### config.mk
export PLATFORM = sky130hd
export DESIGN_NAME = costas_discriminator
export DESIGN_NICKNAME = d
export VERILOG_FILES = /design/src/rtl/costas_discriminator.sv
export SDC_FILE = /design/constraint.sdc
export NUM_CORES = 2
export LEC_CHECK = 0
export ABC_AREA = 1
export CORE_MARGIN = 2
export CORE_UTILIZATION = 50
export CTS_BUF_LIST = sky130_fd_sc_hd__clkbuf_8
export CTS_CLUSTER_SIZE = 30
export DETAILED_ROUTE_END_ITERATION = 6
export DONT_BUFFER_PORTS = 1
export MAX_ROUTING_LAYER = met4
export REMOVE_ABC_BUFFERS = 1
export SLEW_MARGIN = 20
export SYNTH_ARGS = -nofsm -noshare
export SYNTH_HDL_FRONTEND = slang
export SYNTH_SLANG_ARGS = --single-unit
### constraint.sdc
create_clock -name clk -period 14.44 [get_ports clk]
set_input_delay 1.444 -clock clk [delete_from_list [all_inputs] [get_ports clk]]
set_output_delay 1.444 -clock clk [all_outputs]
set_load 0.03 [all_outputs]
### src/rtl/costas_discriminator.sv
// Integrate-and-dump Costas discriminator: accumulates valid I/Q samples
// over N samples, dumps prompt sums, phase error, data bit and lock flag.
//
// Ports:
//   clk, rst      clock, async active-high reset
//   in_valid      qualifies in_i/in_q
//   in_i, in_q    signed wiped-off samples (IN_W)
//   mode          0: I*Q, 1: sign(I)*Q, 2: I*sign(Q), 3: as 0
//   sum_valid     one-cycle pulse with new sum_i/sum_q/data_bit
//   sum_i, sum_q  dumped saturated sums (ACC_W)
//   err_valid     one-cycle pulse with new phase_error
//   phase_error   signed discriminator output (2*ACC_W)
//   data_bit      1 when dumped sum_i >= 0
//   lock          hysteretic carrier-lock flag
module costas_discriminator #(
    parameter int IN_W       = 16,
    parameter int ACC_W      = 32,
    parameter int N          = 10000,
    parameter int LOCK_SHIFT = 1,
    parameter int LOCK_CNT   = 8
) (
    input  logic                 clk,
    input  logic                 rst,
    input  logic                 in_valid,
    input  logic [IN_W-1:0]      in_i,
    input  logic [IN_W-1:0]      in_q,
    input  logic [1:0]           mode,
    output logic                 sum_valid,
    output logic [ACC_W-1:0]     sum_i,
    output logic [ACC_W-1:0]     sum_q,
    output logic                 err_valid,
    output logic [2*ACC_W-1:0]   phase_error,
    output logic                 data_bit,
    output logic                 lock
);

    localparam int CW = (N > 1) ? $clog2(N) : 1;
    localparam int LW = $clog2(LOCK_CNT + 1);
    localparam int MW = ACC_W + LOCK_SHIFT + 1;
    localparam int PW = 2 * ACC_W;

    localparam logic [CW-1:0]    LAST  = CW'(N - 1);
    localparam logic [LW-1:0]    LC_HI = LW'(LOCK_CNT);
    localparam logic [ACC_W-1:0] MAXV  = {1'b0, {(ACC_W-1){1'b1}}};
    localparam logic [ACC_W-1:0] MINV  = {1'b1, {(ACC_W-1){1'b0}}};

    // Add in ACC_W+1 bits; disagreeing top bits mean overflow, clamp.
    function automatic logic [ACC_W-1:0] sat_add(
        input logic [ACC_W-1:0] a,
        input logic [ACC_W-1:0] b
    );
        logic [ACC_W:0] s;
        s = {a[ACC_W-1], a} + {b[ACC_W-1], b};
        if (s[ACC_W] != s[ACC_W-1])
            sat_add = s[ACC_W] ? MINV : MAXV;
        else
            sat_add = s[ACC_W-1:0];
    endfunction

    logic [CW-1:0]    r_cnt;
    logic [ACC_W-1:0] r_acc_i;
    logic [ACC_W-1:0] r_acc_q;
    logic [ACC_W-1:0] r_sum_i;
    logic [ACC_W-1:0] r_sum_q;
    logic             r_sum_valid;
    logic             r_data_bit;
    logic             r_err_valid;
    logic [PW-1:0]    r_pe;
    logic [LW-1:0]    r_lc;
    logic             r_lock;

    logic [ACC_W-1:0] w_ext_i;
    logic [ACC_W-1:0] w_ext_q;
    logic [ACC_W-1:0] w_nxt_i;
    logic [ACC_W-1:0] w_nxt_q;

    assign w_ext_i = ACC_W'($signed(in_i));
    assign w_ext_q = ACC_W'($signed(in_q));
    assign w_nxt_i = sat_add(r_acc_i, w_ext_i);
    assign w_nxt_q = sat_add(r_acc_q, w_ext_q);

    // Integrate stage
    always_ff @(posedge clk or posedge rst) begin
        if (rst) begin
            r_cnt       <= '0;
            r_acc_i     <= '0;
            r_acc_q     <= '0;
            r_sum_i     <= '0;
            r_sum_q     <= '0;
            r_sum_valid <= 1'b0;
            r_data_bit  <= 1'b0;
        end else begin
            r_sum_valid <= 1'b0;
            if (in_valid) begin
                if (r_cnt == LAST) begin
                    r_cnt       <= '0;
                    r_acc_i     <= '0;
                    r_acc_q     <= '0;
                    r_sum_i     <= w_nxt_i;
                    r_sum_q     <= w_nxt_q;
                    r_data_bit  <= ~w_nxt_i[ACC_W-1];
                    r_sum_valid <= 1'b1;
                end else begin
                    r_cnt   <= r_cnt + CW'(1);
                    r_acc_i <= w_nxt_i;
                    r_acc_q <= w_nxt_q;
                end
            end
        end
    end

    // Discriminator
    logic [ACC_W-1:0]     w_neg_i;
    logic [ACC_W-1:0]     w_neg_q;
    logic [ACC_W-1:0]     w_sel;
    logic signed [PW-1:0] w_pi;
    logic signed [PW-1:0] w_pq;
    logic signed [PW-1:0] w_prod;
    logic [PW-1:0]        w_pe;

    // Negating the most negative value clamps to the most positive.
    assign w_neg_i = (r_sum_i == MINV) ? MAXV : (~r_sum_i + ACC_W'(1));
    assign w_neg_q = (r_sum_q == MINV) ? MAXV : (~r_sum_q + ACC_W'(1));
    assign w_pi    = PW'($signed(r_sum_i));
    assign w_pq    = PW'($signed(r_sum_q));
    assign w_prod  = w_pi * w_pq;

    always_comb begin
        w_sel = r_sum_q;
        w_pe  = w_prod;
        case (mode)
            2'd1: begin
                w_sel = r_sum_i[ACC_W-1] ? w_neg_q : r_sum_q;
                w_pe  = PW'($signed(w_sel));
            end
            2'd2: begin
                w_sel = r_sum_q[ACC_W-1] ? w_neg_i : r_sum_i;
                w_pe  = PW'($signed(w_sel));
            end
            default: w_pe = w_prod;
        endcase
    end

    // Lock detector magnitudes, wide enough for |MIN| << LOCK_SHIFT.
    logic [MW-1:0] w_si;
    logic [MW-1:0] w_sq;
    logic [MW-1:0] w_a;
    logic [MW-1:0] w_aq;
    logic [MW-1:0] w_b;
    logic [LW-1:0] w_lc_nxt;

    assign w_si = MW'($signed(r_sum_i));
    assign w_sq = MW'($signed(r_sum_q));
    assign w_a  = w_si[MW-1] ? (~w_si + MW'(1)) : w_si;
    assign w_aq = w_sq[MW-1] ? (~w_sq + MW'(1)) : w_sq;
    assign w_b  = w_aq << LOCK_SHIFT;

    always_comb begin
        w_lc_nxt = r_lc;
        if (w_a >= w_b) begin
            if (r_lc != LC_HI)
                w_lc_nxt = r_lc + LW'(1);
        end else begin
            if (r_lc != '0)
                w_lc_nxt = r_lc - LW'(1);
        end
    end

    always_ff @(posedge clk or posedge rst) begin
        if (rst) begin
            r_err_valid <= 1'b0;
            r_pe        <= '0;
            r_lc        <= '0;
            r_lock      <= 1'b0;
        end else begin
            r_err_valid <= r_sum_valid;
            if (r_sum_valid) begin
                r_pe <= w_pe;
                r_lc <= w_lc_nxt;
                if (w_lc_nxt == LC_HI)
                    r_lock <= 1'b1;
                else if (w_lc_nxt == '0)
                    r_lock <= 1'b0;
            end
        end
    end

    assign sum_valid   = r_sum_valid;
    assign sum_i       = r_sum_i;
    assign sum_q       = r_sum_q;
    assign data_bit    = r_data_bit;
    assign err_valid   = r_err_valid;
    assign phase_error = r_pe;
    assign lock        = r_lock;

endmodule
==> metrics.md <==
| Metric | Value |
|---|---|
| Number of fill cells | 10990 |
| Mapped Area | 0.05583 mm2 |
| RSZ-0062 raised after global routing | false |
| Cell Int Power | 1.656 mW |
| Final Skew | 0.05984 ns |
| Iteration count of the initial detailed-routing pass | 7 |
| Async set or reset register ratio after synthesis | 100.0% |
| Fmax | 111.6 MHz |
| Mapped Cells | 7570 |
| Dominant synthesized flop cell | dfrtp_1 |
| Nets | 8753 |
| Final WL | 188.8 mm |
| Slew margin rel. | 23.76% |
| Slowest cell on the critical path | fa_1 |
| Leak pwr | 33.99 nW |
| EDFF count, synth | 0 |
| Largest net degree at the start of global routing | 85 |
| Register area share after synthesis | 9.591% |
| Register bit total from synthesis | 214 |
| Placed cell areas | 0.05682 mm2 |
| Reg clk slew, reported paths | 0.06 ns |
| Initial DRC count | 3661 |
| Sequential fraction of design power | 23.5% |
| Post-DP HPWL | 147.6 mm |
| Final core utilization | 52.25% |
| Worst EP required | 15.07 ns |
| Post-route antenna net violation count | 0 |
| Vias in the first global route | 50020 |
| Die height | 338.2 um |
| Port bufs | 0 |
| Setup violators final | 0 |
| CP arrival | 9.60 ns |
| IO Pins | 169 |
| CP Max Fanout | 65 |
| Vias per Instance | 5.354 |
| GRT Residual Overflow | 0 |
| Initial antenna violation count | 1 |
| GRT Util Overall | 34.98% |
| Crit-path leading delay family | adder cells |
| Worst Tran Pin Value | 1.144 ns |
| Design Area, Final | 0.05782 mm2 |
| FP Rows | 122 |
| Num CTS Buffers | 45 |
| Total core area | 0.1107 mm2 |
| Overall power | 3.323 mW |
| Yosys top cell by area | fa_1 |
| Status | completed |
| Bufs and invs on worst path | 8 |
| Clock Path Buffers | 3 |
| Clock sinks | 214 |
| Sw Pwr | 1.668 mW |
| Tmin final | 8.962 ns |
| Final Hold Viols | 0 |
| Post-CTS resize count | 0 |
| Die footprint | 0.1144 mm2 |
| CP Class | flop to flop |
| Post-Syn Area per Cell | 7.376 um2 |
| CP Capture Type | flop |
| Cts hold-fix bufs | 0 |
| Final period util | 62.07% |
| Clock Latency Late Sink | 0.71 ns |
| Via count | 47480 |
| Max IR drop VDD | 115.1 uV |
| Switching Share | 50.18% |
| Min Hold Slack | 0.4779 ns |
| Clock power frac | 22.0% |
| Leading post-synthesis cells by cell area | fa_1, nand2_1, inv_1 |
| First-pass GRT wire length | 299.1 mm |
| Post-CTS setup buffer count | 0 |
| Commonest cells after routing, fill and taps aside | nand2_1, inv_1, fa_1 |
| Drt drc | 0 |
| Max cap viols | 0 |
| Power Density | 57.47 mW/mm2 |
| Synth warn | 0 |
| R2R setup slack | 5.48 ns |
| Top cell type's share of synthesized area | 38.87% |
| Most numerous cell on the critical path | fa_1 |
| Initial core utilization | 50.45% |
| H-tree levels | 2 |
| Hold Crit Class | flop to flop |
| Area grow syn2layout | 3.559% |
| Combinational share of power | 54.5% |
| Setup tns final | 0 ns |
| CTS tree | built |
| Share of cells above drive strength 1 | 4.094% |
| Most common cell after layout, fill and taps aside | nand2_1 |
| Drt wl/cell | 21.29 um |
| CP Launch Type | flop |
| RD Place Congestion | 1.006 |
| Crit path largest cell delay | 0.83 ns |
| Unique cell type count in the Yosys netlist | 52 |
| CTS Root Cell | clkbuf_8 |
| Overall die width | 338.2 um |
| Max-slew violations | 0 |
==> area by class of cell <==
type	instances	area [um2]	share of cell area [%]
multi-input cells	5198	42140	72.89
flip-flops and latches	214	5444	9.415
well taps	1488	1862	3.220
repair buffers	81	608.1	1.052
diodes	3	7.507	0.01298
clock buffers	56	770.7	1.333
clock inverters	28	217.7	0.3765
inverters	1800	6766	11.70
==> worst reg2reg max path, stage by stage (launching register included) <==
cell and delay [ns]:
dfrtp_4 0.72, buf_4 0.67, nand2_1 0.26, inv_1 0.14
fa_1 0.40, inv_1 0.25, fa_1 0.47, inv_1 0.21
fa_1 0.49, fa_1 0.83, inv_1 0.39, fa_1 0.59
inv_1 0.06, fa_1 0.53, inv_1 0.05, fa_1 0.47
inv_1 0.06, fa_1 0.46, ha_1 0.39, a21oi_1 0.23
a21boi_0 0.32, and2_1 0.20, a21boi_0 0.30, nand3_1 0.11
nand2_1 0.07, nand3_1 0.07, a21oi_1 0.14
==> Yosys cell counts (3+ instances only) <==
cell type and number:
nand2_1 2237, inv_1 1781, fa_1 1084, nor2_1 425
ha_1 292, nand3_1 283, a21oi_1 271, o21ai_0 218
dfrtp_1 214, clkbuf_1 166, buf_1 119, xor2_1 86
buf_2 48, o211ai_1 40, nand4_1 38, nor3_1 30
buf_6 23, nand3b_1 20, o21bai_1 20, xnor2_1 17
nand3_2 16, inv_2 15, o21ai_1 14, nor2_2 13
nor4_1 13, a21o_1 12, a21boi_0 11, nand2_2 11
o21a_1 7, or2_2 7, a31oi_1 4, buf_4 3
clkinv_1 3, nor2_4 3
==> logic make-up (layout without fill, tap and decap cells) <==
kind of cell	Yosys count	count (layout)	synth area share (%)
compound gates	607	607	5.918
xor+xnor	103	103	1.616
fa+ha+maj	1376	1376	45.41
buf+inv	2159	1965	14.96
flops	214	214	9.591
other cells	2	6	0.01345
simple gates	3109	3109	22.49
==> layer usage <==
layer / up-vias / part of all wire, % / global-route usage, %
met1: 23780 / 41 / 43.93
met4: 0 / 4.9 / 14.23
met5: - / 0 / -
met2: 1638 / 48 / 56.71
li1: 21640 / - / -
met3: 424 / 6.8 / 5.368
==> path summary, 6_finish.rpt <==
check / start / endpoint / cells past startpoint
max: sum_i[31]$_DFFE_PP0P_ / phase_error[54]$_DFFE_PP0P_ / 26
min: r_cnt[12]$_DFFE_PP0P_ / r_cnt[12]$_DFFE_PP0P_ / 1
max reg2reg: sum_i[31]$_DFFE_PP0P_ / phase_error[54]$_DFFE_PP0P_ / 26
min reg2reg: r_cnt[12]$_DFFE_PP0P_ / r_cnt[12]$_DFFE_PP0P_ / 1
max in group asynchronous: rst / sum_i[9]$_DFFE_PP0P_ / 3
min in group asynchronous: rst / phase_error[61]$_DFFE_PP0P_ / 1
==> metrics by stage <==
stage / setup slack [ns] / instances
floorplan: 5.462 / 7212
global placement: 5.567 / 8781
detailed placement: 5.436 / 8781
CTS: 5.398 / 8865
global route: 4.818 / 8867
finish: 5.478 / 8868
==> registers in the layout, summed over array words and instances (netlist names), 4 cells and up <==
name,count
phase_error,64
r_acc_i,32
r_acc_q,32
sum_i,32
sum_q,32
r_cnt,14
r_lc,4
==> power by group through the flow <==
stage / Combinational (mW) / Sequential [mW] / Clock [mW]
2_1_floorplan: 1.29 / 0.765 / 0
3_3_place_gp: 1.78 / 0.786 / 0
3_5_place_dp: 1.79 / 0.787 / 0
4_1_cts: 1.80 / 0.780 / 0.754
5_1_grt: 2.05 / 0.793 / 0.776
6_report: 1.81 / 0.781 / 0.732
Power figures use the tool's default switching activity.
